`src/rtl/cfg_cmd_pkg.sv`:
```
// cfg_cmd_pkg: shared constants and helpers for the UART config
// command parser (error codes, ASCII, FSM encoding).
package cfg_cmd_pkg;

  localparam logic [2:0] ERR_OK  = 3'b000;
  localparam logic [2:0] ERR_FMT = 3'b010;
  localparam logic [2:0] ERR_RNG = 3'b011;
  localparam logic [2:0] ERR_CNT = 3'b100;

  localparam logic [7:0] CH_CR    = 8'h0D;
  localparam logic [7:0] CH_LF    = 8'h0A;
  localparam logic [7:0] CH_SP    = 8'h20;
  localparam logic [7:0] CH_MINUS = 8'h2D;
  localparam logic [7:0] CH_COMMA = 8'h2C;
  localparam logic [7:0] CH_EQ    = 8'h3D;
  localparam logic [7:0] CH_K     = 8'h4B;
  localparam logic [7:0] CH_0     = 8'h30;
  localparam logic [7:0] CH_X     = 8'h78;
  localparam logic [7:0] CH_R     = 8'h72;

  localparam logic [2:0] ST_COLLECT  = 3'd0;
  localparam logic [2:0] ST_SCAN_KEY = 3'd1;
  localparam logic [2:0] ST_SCAN_A   = 3'd2;
  localparam logic [2:0] ST_SCAN_B   = 3'd3;
  localparam logic [2:0] ST_CHECK    = 3'd4;
  localparam logic [2:0] ST_RESULT   = 3'd5;

  function automatic logic [7:0] to_lower(
    input logic [7:0] c
  );
    return (c >= 8'h41 && c <= 8'h5A) ?
      (c | 8'h20) : c;
  endfunction

  function automatic logic is_digit(
    input logic [7:0] c
  );
    return (c >= CH_0) && (c <= 8'h39);
  endfunction

  // Expected keyword char at pos>0; pos 0 picks x/range.
  function automatic logic [7:0] key_char(
    input logic       is_x,
    input logic [2:0] pos
  );
    logic [7:0] k;
    k = 8'hFF;
    if (is_x) begin
      if (pos == 3'd1) k = CH_EQ;
    end else begin
      case (pos)
        3'd1:    k = 8'h61;
        3'd2:    k = 8'h6E;
        3'd3:    k = 8'h67;
        3'd4:    k = 8'h65;
        3'd5:    k = CH_EQ;
        default: k = 8'hFF;
      endcase
    end
    return k;
  endfunction

endpackage

```
`src/rtl/dec_field_acc.sv`:
```
// dec_field_acc: signed 1-2 digit decimal accumulator shared by
// every numeric field of a command.
module dec_field_acc
  import cfg_cmd_pkg::*;
(
  input  logic              clk,
  input  logic              rst_n,
  input  logic              clr,
  input  logic              stb,
  input  logic              neg,
  input  logic [7:0]        ch,
  output logic signed [7:0] value,
  output logic              empty,
  output logic              has_neg,
  output logic              ovl,
  output logic              nondig
);

  logic [7:0] acc_q;
  logic [1:0] cnt_q;
  logic       neg_q;
  logic       dig;

  assign dig     = is_digit(ch);
  assign ovl     = stb & dig & (cnt_q == 2'd2);
  assign nondig  = stb & ~dig;
  assign empty   = (cnt_q == 2'd0);
  assign has_neg = neg_q;
  assign value   = $signed(neg_q ? 8'd0 - acc_q : acc_q);

  always_ff @(posedge clk or negedge rst_n) begin
    if (!rst_n) begin
      acc_q <= '0;
      cnt_q <= '0;
      neg_q <= 1'b0;
    end else if (clr) begin
      acc_q <= '0;
      cnt_q <= '0;
      neg_q <= 1'b0;
    end else begin
      if (neg) neg_q <= 1'b1;
      if (stb && dig && cnt_q != 2'd2) begin
        acc_q <= acc_q * 8'd10 + (ch - CH_0);
        cnt_q <= cnt_q + 2'd1;
      end
    end
  end

endmodule

```
`src/rtl/cfg_cmd_parser.sv`:
```
// cfg_cmd_parser: collects a UART text line, parses "x=D" or
// "range=S,S", commits config or reports an error byte.
module cfg_cmd_parser
  import cfg_cmd_pkg::*;
#(
  parameter int BUF_DEPTH = 16,
  parameter int NUM_MAX   = 5,
  parameter int VAL_LO    = -3,
  parameter int VAL_HI    = 20,
  parameter int DEF_NUM   = 2,
  parameter int DEF_MIN   = 0,
  parameter int DEF_MAX   = 9
) (
  input  logic       clk,
  input  logic       rst_n,
  input  logic [7:0] rx_data,
  input  logic       rx_valid,
  output logic       busy,
  output logic [3:0] max_mat_num,
  output logic [7:0] val_min,
  output logic [7:0] val_max,
  output logic       cfg_update,
  output logic       err_valid,
  output logic [2:0] err_code,
  output logic [7:0] resp_data,
  output logic       resp_valid,
  input  logic       resp_ready
);

  localparam int AW = $clog2(BUF_DEPTH);
  localparam int PW = $clog2(BUF_DEPTH + 1);
  localparam logic [PW-1:0] FULL = PW'(BUF_DEPTH);
  localparam logic signed [7:0] NUM8 = 8'(NUM_MAX);
  localparam logic signed [7:0] LO8  = 8'(VAL_LO);
  localparam logic signed [7:0] HI8  = 8'(VAL_HI);

  logic [2:0]        state_q;
  logic [7:0]        mem_q [BUF_DEPTH];
  logic [PW-1:0]     wr_ptr;
  logic [PW-1:0]     rd_ptr;
  logic              ovf_q;
  logic              is_x_q;
  logic [2:0]        kpos_q;
  logic [2:0]        res_err_q;
  logic signed [7:0] a_q;

  logic [7:0]        ch;
  logic              last;
  logic              key_ok;
  logic              in_field;
  logic              field_b;
  logic              minus_ok;
  logic              comma_ok;
  logic              acc_clr;
  logic              acc_stb;
  logic              acc_neg;
  logic              acc_empty;
  logic              acc_has_neg;
  logic              acc_ovl;
  logic              acc_nondig;
  logic signed [7:0] acc_val;

  assign busy     = (state_q != ST_COLLECT);
  assign ch       = to_lower(mem_q[rd_ptr[AW-1:0]]);
  assign last     = (rd_ptr == wr_ptr - PW'(1));
  assign in_field = (state_q == ST_SCAN_A) ||
                    (state_q == ST_SCAN_B);
  assign field_b  = (state_q == ST_SCAN_B);
  assign key_ok   = (kpos_q == 3'd0) ?
                    (ch == CH_X || ch == CH_R) :
                    (ch == key_char(is_x_q, kpos_q));
  assign minus_ok = !is_x_q && acc_empty && !acc_has_neg;
  assign comma_ok = !is_x_q && !field_b && !acc_empty;

  always_comb begin
    acc_clr = 1'b0;
    acc_stb = 1'b0;
    acc_neg = 1'b0;
    if (in_field) begin
      unique case (1'b1)
        (ch == CH_MINUS): acc_neg = 1'b1;
        (ch == CH_COMMA): acc_clr = 1'b1;
        default:          acc_stb = 1'b1;
      endcase
    end else if (state_q == ST_SCAN_KEY) begin
      acc_clr = 1'b1;
    end
  end

  dec_field_acc u_acc (
    .clk     (clk),
    .rst_n   (rst_n),
    .clr     (acc_clr),
    .stb     (acc_stb),
    .neg     (acc_neg),
    .ch      (ch),
    .value   (acc_val),
    .empty   (acc_empty),
    .has_neg (acc_has_neg),
    .ovl     (acc_ovl),
    .nondig  (acc_nondig)
  );

  always_ff @(posedge clk or negedge rst_n) begin
    if (!rst_n) begin
      state_q     <= ST_COLLECT;
      wr_ptr      <= '0;
      rd_ptr      <= '0;
      ovf_q       <= 1'b0;
      is_x_q      <= 1'b0;
      kpos_q      <= '0;
      res_err_q   <= ERR_OK;
      a_q         <= '0;
      for (int i = 0; i < BUF_DEPTH; i++)
        mem_q[i] <= '0;
      max_mat_num <= 4'(DEF_NUM);
      val_min     <= 8'(DEF_MIN);
      val_max     <= 8'(DEF_MAX);
      cfg_update  <= 1'b0;
      err_valid   <= 1'b0;
      err_code    <= ERR_OK;
      resp_valid  <= 1'b0;
      resp_data   <= '0;
    end else begin
      cfg_update <= 1'b0;
      err_valid  <= 1'b0;
      if (resp_valid && resp_ready)
        resp_valid <= 1'b0;
      case (state_q)
        ST_COLLECT: begin
          rd_ptr <= '0;
          kpos_q <= '0;
          if (rx_valid) begin
            if (rx_data == CH_CR || rx_data == CH_LF) begin
              if (wr_ptr != '0)
                state_q <= ST_SCAN_KEY;
            end else if (rx_data != CH_SP) begin
              if (wr_ptr == FULL) begin
                ovf_q <= 1'b1;
              end else begin
                mem_q[wr_ptr[AW-1:0]] <= rx_data;
                wr_ptr <= wr_ptr + PW'(1);
              end
            end
          end
        end
        // A keyword char on the last position leaves no field.
        ST_SCAN_KEY: begin
          rd_ptr <= rd_ptr + PW'(1);
          if (ovf_q || !key_ok || last) begin
            res_err_q <= ERR_FMT;
            state_q   <= ST_RESULT;
          end else begin
            if (kpos_q == 3'd0)
              is_x_q <= (ch == CH_X);
            if (kpos_q != 3'd0 && ch == CH_EQ)
              state_q <= ST_SCAN_A;
            kpos_q <= kpos_q + 3'd1;
          end
        end
        ST_SCAN_A, ST_SCAN_B: begin
          rd_ptr <= rd_ptr + PW'(1);
          if (ch == CH_MINUS) begin
            if (!minus_ok || last) begin
              res_err_q <= ERR_FMT;
              state_q   <= ST_RESULT;
            end
          end else if (ch == CH_COMMA) begin
            if (!comma_ok || last) begin
              res_err_q <= ERR_FMT;
              state_q   <= ST_RESULT;
            end else begin
              a_q     <= acc_val;
              state_q <= ST_SCAN_B;
            end
          end else if (acc_nondig || acc_ovl) begin
            res_err_q <= ERR_FMT;
            state_q   <= ST_RESULT;
          end else if (last) begin
            if (is_x_q || field_b) begin
              state_q <= ST_CHECK;
            end else begin
              res_err_q <= ERR_FMT;
              state_q   <= ST_RESULT;
            end
          end
        end
        ST_CHECK: begin
          state_q   <= ST_RESULT;
          res_err_q <= ERR_OK;
          if (is_x_q) begin
            if (acc_val == 8'sd0 || acc_val > NUM8)
              res_err_q <= ERR_CNT;
          end else if (a_q < LO8 || acc_val > HI8 ||
                       a_q > acc_val) begin
            res_err_q <= ERR_RNG;
          end
        end
        // Accumulator still holds D or B here.
        ST_RESULT: begin
          state_q    <= ST_COLLECT;
          wr_ptr     <= '0;
          rd_ptr     <= '0;
          kpos_q     <= '0;
          ovf_q      <= 1'b0;
          for (int i = 0; i < BUF_DEPTH; i++)
            mem_q[i] <= '0;
          resp_valid <= 1'b1;
          err_code   <= res_err_q;
          if (res_err_q == ERR_OK) begin
            cfg_update <= 1'b1;
            resp_data  <= CH_K;
            if (is_x_q) begin
              max_mat_num <= acc_val[3:0];
            end else begin
              val_min <= a_q;
              val_max <= acc_val;
            end
          end else begin
            err_valid <= 1'b1;
            resp_data <= CH_0 + {5'd0, res_err_q};
          end
        end
        default: state_q <= ST_COLLECT;
      endcase
    end
  end

endmodule
```
`config.mk`:
```
export PLATFORM = sky130hd
export DESIGN_NAME = cfg_cmd_parser
export DESIGN_NICKNAME = d
export VERILOG_FILES = /design/src/rtl/cfg_cmd_pkg.sv /design/src/rtl/dec_field_acc.sv /design/src/rtl/cfg_cmd_parser.sv
export SDC_FILE = /design/constraint.sdc
export NUM_CORES = 1
export LEC_CHECK = 0
export ABC_AREA = 1
export ABC_CLOCK_PERIOD_IN_PS = 4700
export CORE_MARGIN = 10
export CORE_UTILIZATION = 45
export DETAILED_ROUTE_END_ITERATION = 8
export SYNTH_ARGS = -nofsm -noshare
export SYNTH_HDL_FRONTEND = slang
export SYNTH_SLANG_ARGS = --single-unit
```
`constraint.sdc`:
```
create_clock -name clk -period 4.7 [get_ports clk]
set_clock_uncertainty 0.2 [all_clocks]
set_input_delay 0.94 -clock clk [delete_from_list [all_inputs] [get_ports clk]]
set_output_delay 0.94 -clock clk [all_outputs]
set_load 0.02 [all_outputs]
```
==> reports/qor.yml, run 1 <==
status:
  outcome: "finished, final reports clean"
cells_and_area:
  antenna_cells: 0
  utilization: 0.5061
  fin_nets: 1335
  drive_above_1_share: 0.08571
  fin_area_sq_mm: 0.01185
  syn_to_final_growth_pct: 11.21
timing:
  fmax_ghz: 0.2571
  maxSlewViolCount: 0
  worstMarginPinSlew_ns: 0.9327
  period_share: 0.8277
  slew_headroom: 0.3782
  setup_ws_ns: 0.8100
  final.setup.tns_ns: 0
  hold_violations: 0
  rsz0062_at_grt: "no"
  hold_ws_ns: 0.2715
  min_period_ns: 3.890
  setup_viol: 0
route:
  avgViaCountPerCell: 5.413
  vias: 8737
  drc: 0
  met1_length_um: 13540
  routed_wl_um: 28460
  wl_met2_um: 12680
  antenna_left: 0
  drt_iter0_drc: 678
  wl_per_cell_um: 17.63
  drtPass1Iterations: 6
  highest-signal-layer: "met4"
  wl_met3_um: 1781
synth:
  ys_ff_latch: 199
  synthAdderAreaFrac: 0.04957
  synth_top_family_by_area: "simple AND/OR/NAND/NOR gates"
  syn_nets: 1308
  netlist_top_cells_count: "nand2_1, inv_1, dfrtp_1"
  synth.avg_cell_area_sq_um: 8.487
  synth_edf_count: 0
  ys_warn_count: 0
  synth_ff_type: "dfrtp_1"
  ys_top_cells_by_area: "dfrtp_1, o22ai_1, nand2_1"
  synth_xor_area_frac: 0.02220
  synth_compound_area_frac: 0.1702
  syn_area_sq_mm: 0.01065
  yosysTopAreaCell: "dfrtp_1"
  synth-seq-area-share: 0.4679
  yosys.area_share.simple: 0.1750
  async_flop_share: 1.000
  synth_mux_area_frac: 0.007400
  yosysUniqueCellTypes: 54
  synth_top_area_share: 0.4605
  synth_most_common_cell: "nand2_1"
  netlist_instances: 1255
worst_setup_path:
  reg2reg_depth: 20
  critPathLaunch: "rd_ptr[0]$_DFFE_PN0P_"
  r2r_setup_slack_ns: 0.81
  r2r_end: "u_acc.acc_q[6]$_DFFE_PN0P_"
  critPathKind: "reg2reg"
  endpoint: "u_acc.acc_q[6]$_DFFE_PN0P_"
  crit_arrival_ns: 4.00
  crit_required_ns: 4.81
  timing.rr.start: "rd_ptr[0]$_DFFE_PN0P_"
  cp_max_fo: 83
  start_kind: "flip-flop"
  critPathCaptureType: "flip-flop"
place:
  port_buffers: 45
  place.gp.congestion: 0.8735
  placed_cell_area_sq_mm: 0.01127
  preCtsSetupSlack_ns: 0.4455
  dp_hpwl_um: 18990
clock_tree:
  clk_path_buf_depth: 2
  hold_buffers: 0
  cts-root-buf: "clkbuf_16"
  cts_resized: 0
  post-cts-setup-buffer-count: 0
  clk_latency_ns: 0.44
  cts_tree: "yes"
  cts.sinks: 199
  cts_buffers: 17
  cts.clk_slew.worst_paths_ns: 0.08
  htreeDepth: 4
global_routing:
  grt_usage: 0.1913
  antenna_found_initial: 0
  grt_pass1_vias: 8515
  grt_max_degree: 91
  overflow: 0
  grt_pass1_wl_um: 46920
die:
  initial_core_util: 0.4551
  die_h_um: 173.9
  core_area_sq_mm: 0.02340
  die_w_um: 173.9
  die-area_sq_mm: 0.03022
  io-pin-count: 47
  rows: 56
power_and_ir_drop:
  power_density_mw_per_mm2: 646.7
  ir_worst_vdd_v: 0.0004765
  p_leak_nw: 5.540
hold_path:
  holdCritPathClass: "reg2reg"
flow_run:
  maxCapViolCount: 0
==> routing by layer <==
metal  vias to the layer above  GRT usage
met1                      4179     0.2696
met4                         0    0.05736
met3                        32    0.03986
met5                         -          0
li1                       4244          -
met2                       282     0.2891
==> logic make-up (layout without fill, tap and decap cells) <==
kind of cell,Yosys count,count (layout)
xor gates and xnor gates,27,27
buffers and inverters,265,305
muxes,7,7
and+or+nand+nor,406,406
adders and majority gates,41,41
AOI/OAI and AO/OA,309,309
other,1,1
DFF,199,199
==> state kept, by name (all words and copies together), names as in the netlist, 4 cells and up <==
name         count
mem_q          128
max_mat_num      4
u_acc.acc_q      8
val_max          8
rd_ptr           5
a_q              8
wr_ptr           5
val_min          8
resp_data        5
==> cell usage in the layout (no fill, tap or decap), types with 6 or more instances in the layout <==
| cell type | count |
|---|---|
| nand2_1 | 222 |
| inv_1 | 201 |
| dfrtp_1 | 195 |
| o22ai_1 | 135 |
| nand3_1 | 80 |
| a21oi_1 | 65 |
| o21ai_0 | 58 |
| clkdlybuf4s50_1 | 44 |
| nor2_1 | 42 |
| ha_1 | 39 |
| o21ai_1 | 21 |
| xor2_1 | 19 |
| clkbuf_16 | 17 |
| nand2_2 | 15 |
| o211ai_1 | 13 |
| inv_2 | 11 |
| nand4_1 | 10 |
| buf_4 | 10 |
| xnor2_1 | 8 |
| nor2_4 | 7 |
| mux2_2 | 7 |
| nor2_2 | 6 |
==> through the flow <==
stage / instances / total power, mW
after floorplan: 1255 / 5.283
after global placement: 1582 / 6.172
after detailed placement: 1582 / 6.231
after CTS: 1614 / 7.668
after global routing: 1614 / 8.257
final: 1614 / 7.660
==> final cells by class <==
type	count	area, sq um
Clock inverter	14	143.9
Fill cell	2323	11560
Inverter	217	814.5
Multi-Input combinational cell	791	4524
Clock buffer	18	429.2
Sequential cell	199	4985
Tap cell	319	399.1
Timing Repair Buffer	56	549.3
==> critical path: stages (launching register included) <==
cell and delay (ns):
dfrtp_2 0.37, buf_4 0.69, nand2_1 0.11, nand3_1 0.13, nand2_1 0.10, nand2_1 0.08, nand2_1 0.06, inv_1 0.13
nand2_2 0.15, nor2_2 0.18, nand2_1 0.07, nand2_1 0.05, nand2_1 0.05, nand2_1 0.07, nand2_2 0.08, ha_1 0.30
ha_1 0.32, nand2_1 0.06, o221ai_1 0.25, xnor2_1 0.17, o22ai_1 0.09
==> power breakdown <==
part | switching [mW] | total, mW | internal [mW]
Combinational | 2.47 | 3.74 | 1.27
Clock | 0.728 | 1.43 | 0.706
Sequential | 0.250 | 2.49 | 2.24
Total | 3.45 | 7.66 | 4.21
==> worst min-delay path by stage <==
stage / startpoint / to / slack, ns / depth (start not counted)
6_report: resp_data[2]$_DFFE_PN0P_ / resp_data[2]$_DFFE_PN0P_ / 0.27 / 2
5_1_grt: err_code[2]$_DFFE_PN0P_ / err_code[2]$_DFFE_PN0P_ / 0.30 / 2
4_1_cts: resp_data[2]$_DFFE_PN0P_ / resp_data[2]$_DFFE_PN0P_ / 0.28 / 2
3_5_place_dp: resp_data[2]$_DFFE_PN0P_ / resp_data[2]$_DFFE_PN0P_ / 0.26 / 2
3_3_place_gp: err_code[2]$_DFFE_PN0P_ / err_code[2]$_DFFE_PN0P_ / 0.26 / 2
2_1_floorplan: res_err_q[0]$_DFFE_PN0P_ / res_err_q[0]$_DFFE_PN0P_ / 0.26 / 2
(Power assumes the default switching activity.)
==> run 2, diff against run 1 <==
--- a/config.mk
+++ b/config.mk
@@ -6,7 +6,7 @@
 export NUM_CORES = 1
 export LEC_CHECK = 0
 export ABC_AREA = 1
-export ABC_CLOCK_PERIOD_IN_PS = 4700
+export ABC_CLOCK_PERIOD_IN_PS = 3530
 export CORE_MARGIN = 10
 export CORE_UTILIZATION = 45
 export DETAILED_ROUTE_END_ITERATION = 8
==> constraint.sdc (replaced) <==
create_clock -name clk -period 3.53 [get_ports clk]
set_clock_uncertainty 0.2 [all_clocks]
set_input_delay 0.706 -clock clk [delete_from_list [all_inputs] [get_ports clk]]
set_output_delay 0.706 -clock clk [all_outputs]
set_load 0.02 [all_outputs]
==> reports/qor.yml, run 2 (synthesis gave the netlist of run 1 again) <==
die:
  die_h_um: 173.9  # unchanged
  die_w_um: 173.9  # unchanged
  io-pin-count: 47  # unchanged
  core_area_sq_mm: 0.02340  # unchanged
  rows: 56  # unchanged
  die-area_sq_mm: 0.03022  # unchanged
  initial_core_util: 0.4551  # unchanged
global_routing:
  grt_max_degree: 93  # +2.2%
  overflow: 0  # unchanged
  grt_usage: 0.1908  # -0.0005047
  grt_pass1_wl_um: 47060  # +0.29%
  grt_pass1_vias: 8471  # -0.52%
  antenna_found_initial: 0  # unchanged
power_and_ir_drop:
  ir_worst_vdd_v: 0.0004756  # -0.19%
  power_density_mw_per_mm2: 887.7  # +37%
  finalPower_mw: 11.18  # +46%
  p_leak_nw: 5.942  # +7.3%
cells_and_area:
  drive_above_1_share: 0.1319  # +0.04614
  final_common_cell: "nand2_1"
  final_cell_mix: "nand2_1, inv_1, dfrtp_1"
  fin_nets: 1390  # +4.1%
  regMostFlops: "mem_q"
  antenna_cells: 0  # unchanged
  syn_to_final_growth_pct: 18.27
  fin_area_sq_mm: 0.01260  # +6.3%
  largest_reg_flops: 128  # unchanged
worst_setup_path:
  crit_arrival_ns: 3.48  # -0.52 ns
  critPathKind: "reg2reg"
  r2r_setup_slack_ns: 0.16  # -0.65 ns
  start_kind: "flip-flop"
  cp_max_fo: 11  # -87%
  crit_required_ns: 3.64  # -1.17 ns
  critPathCaptureType: "flip-flop"
timing:
  slew_headroom: 0.4696  # +0.09138
  final.setup.tns_ns: 0  # unchanged
  setup_viol: 0  # unchanged
  setup_ws_ns: 0.1589  # -0.6511 ns
  maxSlewViolCount: 0  # unchanged
  fmax_ghz: 0.2966  # +15%
  min_period_ns: 3.371  # -0.5189 ns
  worstMarginPinSlew_ns: 0.7956  # -0.1371 ns
  period_share: 0.9550  # +0.1273
  hold_violations: 0  # unchanged
place:
  place.gp.congestion: 0.8640  # -1.1%
  dp_hpwl_um: 19880  # +4.7%
  preCtsSetupSlack_ns: -0.2842  # -0.7297 ns
  port_buffers: 45  # unchanged
  placed_cell_area_sq_mm: 0.01173  # +4.0%
route:
  drtPass1Iterations: 5  # -1
  routed_wl_um: 29960  # +5.3%
  antenna_left: 0  # unchanged
  vias: 9021  # +3.3%
  wl_met2_um: 13040  # +2.8%
  drc: 0  # unchanged
  avgViaCountPerCell: 5.405  # -0.15%
  drt_iter0_drc: 820  # +21%
  met1_length_um: 14590  # +7.8%
  wl_per_cell_um: 17.95  # +1.8%
  highest-signal-layer: "met4"
  wl_met3_um: 1939  # +8.9%
clock_tree:
  cts_tree: "yes"
  clk_path_buf_depth: 2  # unchanged
  htreeDepth: 4  # unchanged
  cts_buffers: 17  # unchanged
  cts.clk_slew.worst_paths_ns: 0.08  # about the same
  cts-root-buf: "clkbuf_16"
  clk_latency_ns: 0.44  # about the same
  cts.sinks: 199  # unchanged
flow_run:
  maxCapViolCount: 0  # unchanged
hold_path:
  holdCritPathClass: "in2async"
status:
  outcome: "finished, final reports clean"
run 2: through the flow:
step,cells,hold WS (ns),utilization
3_5_place_dp,1626,0.2636,0.5011
3_3_place_gp,1626,0.2582,0.5011
2_1_floorplan,1255,0.2104,-
6_report,1669,0.09847,0.5383
4_1_cts,1658,0.1688,0.5273
5_1_grt,1669,0.1749,0.5383
run 2: repair_timing:
item | CTS | global route
hold buffers | 0 | 0
resized for setup | 0 | 22
setup endpoints to repair | 0 | 53
setup buffers | 0 | 4
run 2: area by class of cell:
| type | count | area (sq um) |
|---|---|---|
| timing repair buffer | 111 | 1195 |
| clock inverter | 14 | 183.9 |
| multi-input combinational | 791 | 4581 |
| sequential | 199 | 4987 |
| clock buffer | 18 | 429.2 |
| fill | 2218 | 10810 |
| inverter | 217 | 822.0 |
| tap | 319 | 399.1 |
run 2: critical path: stages, from the launching register on:
cell	delay, ns
dfrtp_4	0.59
buf_12	0.17
clkbuf_16	0.16
nand2_1	0.07
o211ai_1	0.08
nand3_1	0.12
nand3_1	0.12
nand2_2	0.13
buf_4	0.13
inv_1	0.05
ha_1	0.27
inv_1	0.04
ha_1	0.35
nand3_1	0.11
nand3_1	0.11
nand2_1	0.09
nand2_1	0.06
a21oi_2	0.14
xor2_1	0.16
o22ai_1	0.09
run 2: where the power goes:
part / leakage, nW / internal [mW] / switching, mW
combinational: 2.99 / 2.25 / 3.58
sequential: 2.66 / 2.99 / 0.343
clock: 0.298 / 1.02 / 1.00
total: 5.94 / 6.26 / 4.92
run 2: final timing paths:
path | start | endpoint | cells after the start
worst max-delay path | rd_ptr[0]$_DFFE_PN0P_ | u_acc.acc_q[7]$_DFFE_PN0P_ | 19
worst min register to register | err_code[2]$_DFFE_PN0P_ | err_code[2]$_DFFE_PN0P_ | 2
worst min-delay path | rst_n | mem_q[49]$_DFFE_PN0P_ | 1
min in group clk | err_code[2]$_DFFE_PN0P_ | err_code[2]$_DFFE_PN0P_ | 2
max in group asynchronous | rst_n | val_max[0]$_DFFE_PN1P_ | 2
worst max register to register | rd_ptr[0]$_DFFE_PN0P_ | u_acc.acc_q[7]$_DFFE_PN0P_ | 19
run 2: per-layer routing:
layer,up-vias,GRT usage
met3,30,0.04313
met5,-,0
met2,262,0.2770
li1,4370,-
met4,0,0.04275
met1,4359,0.2816
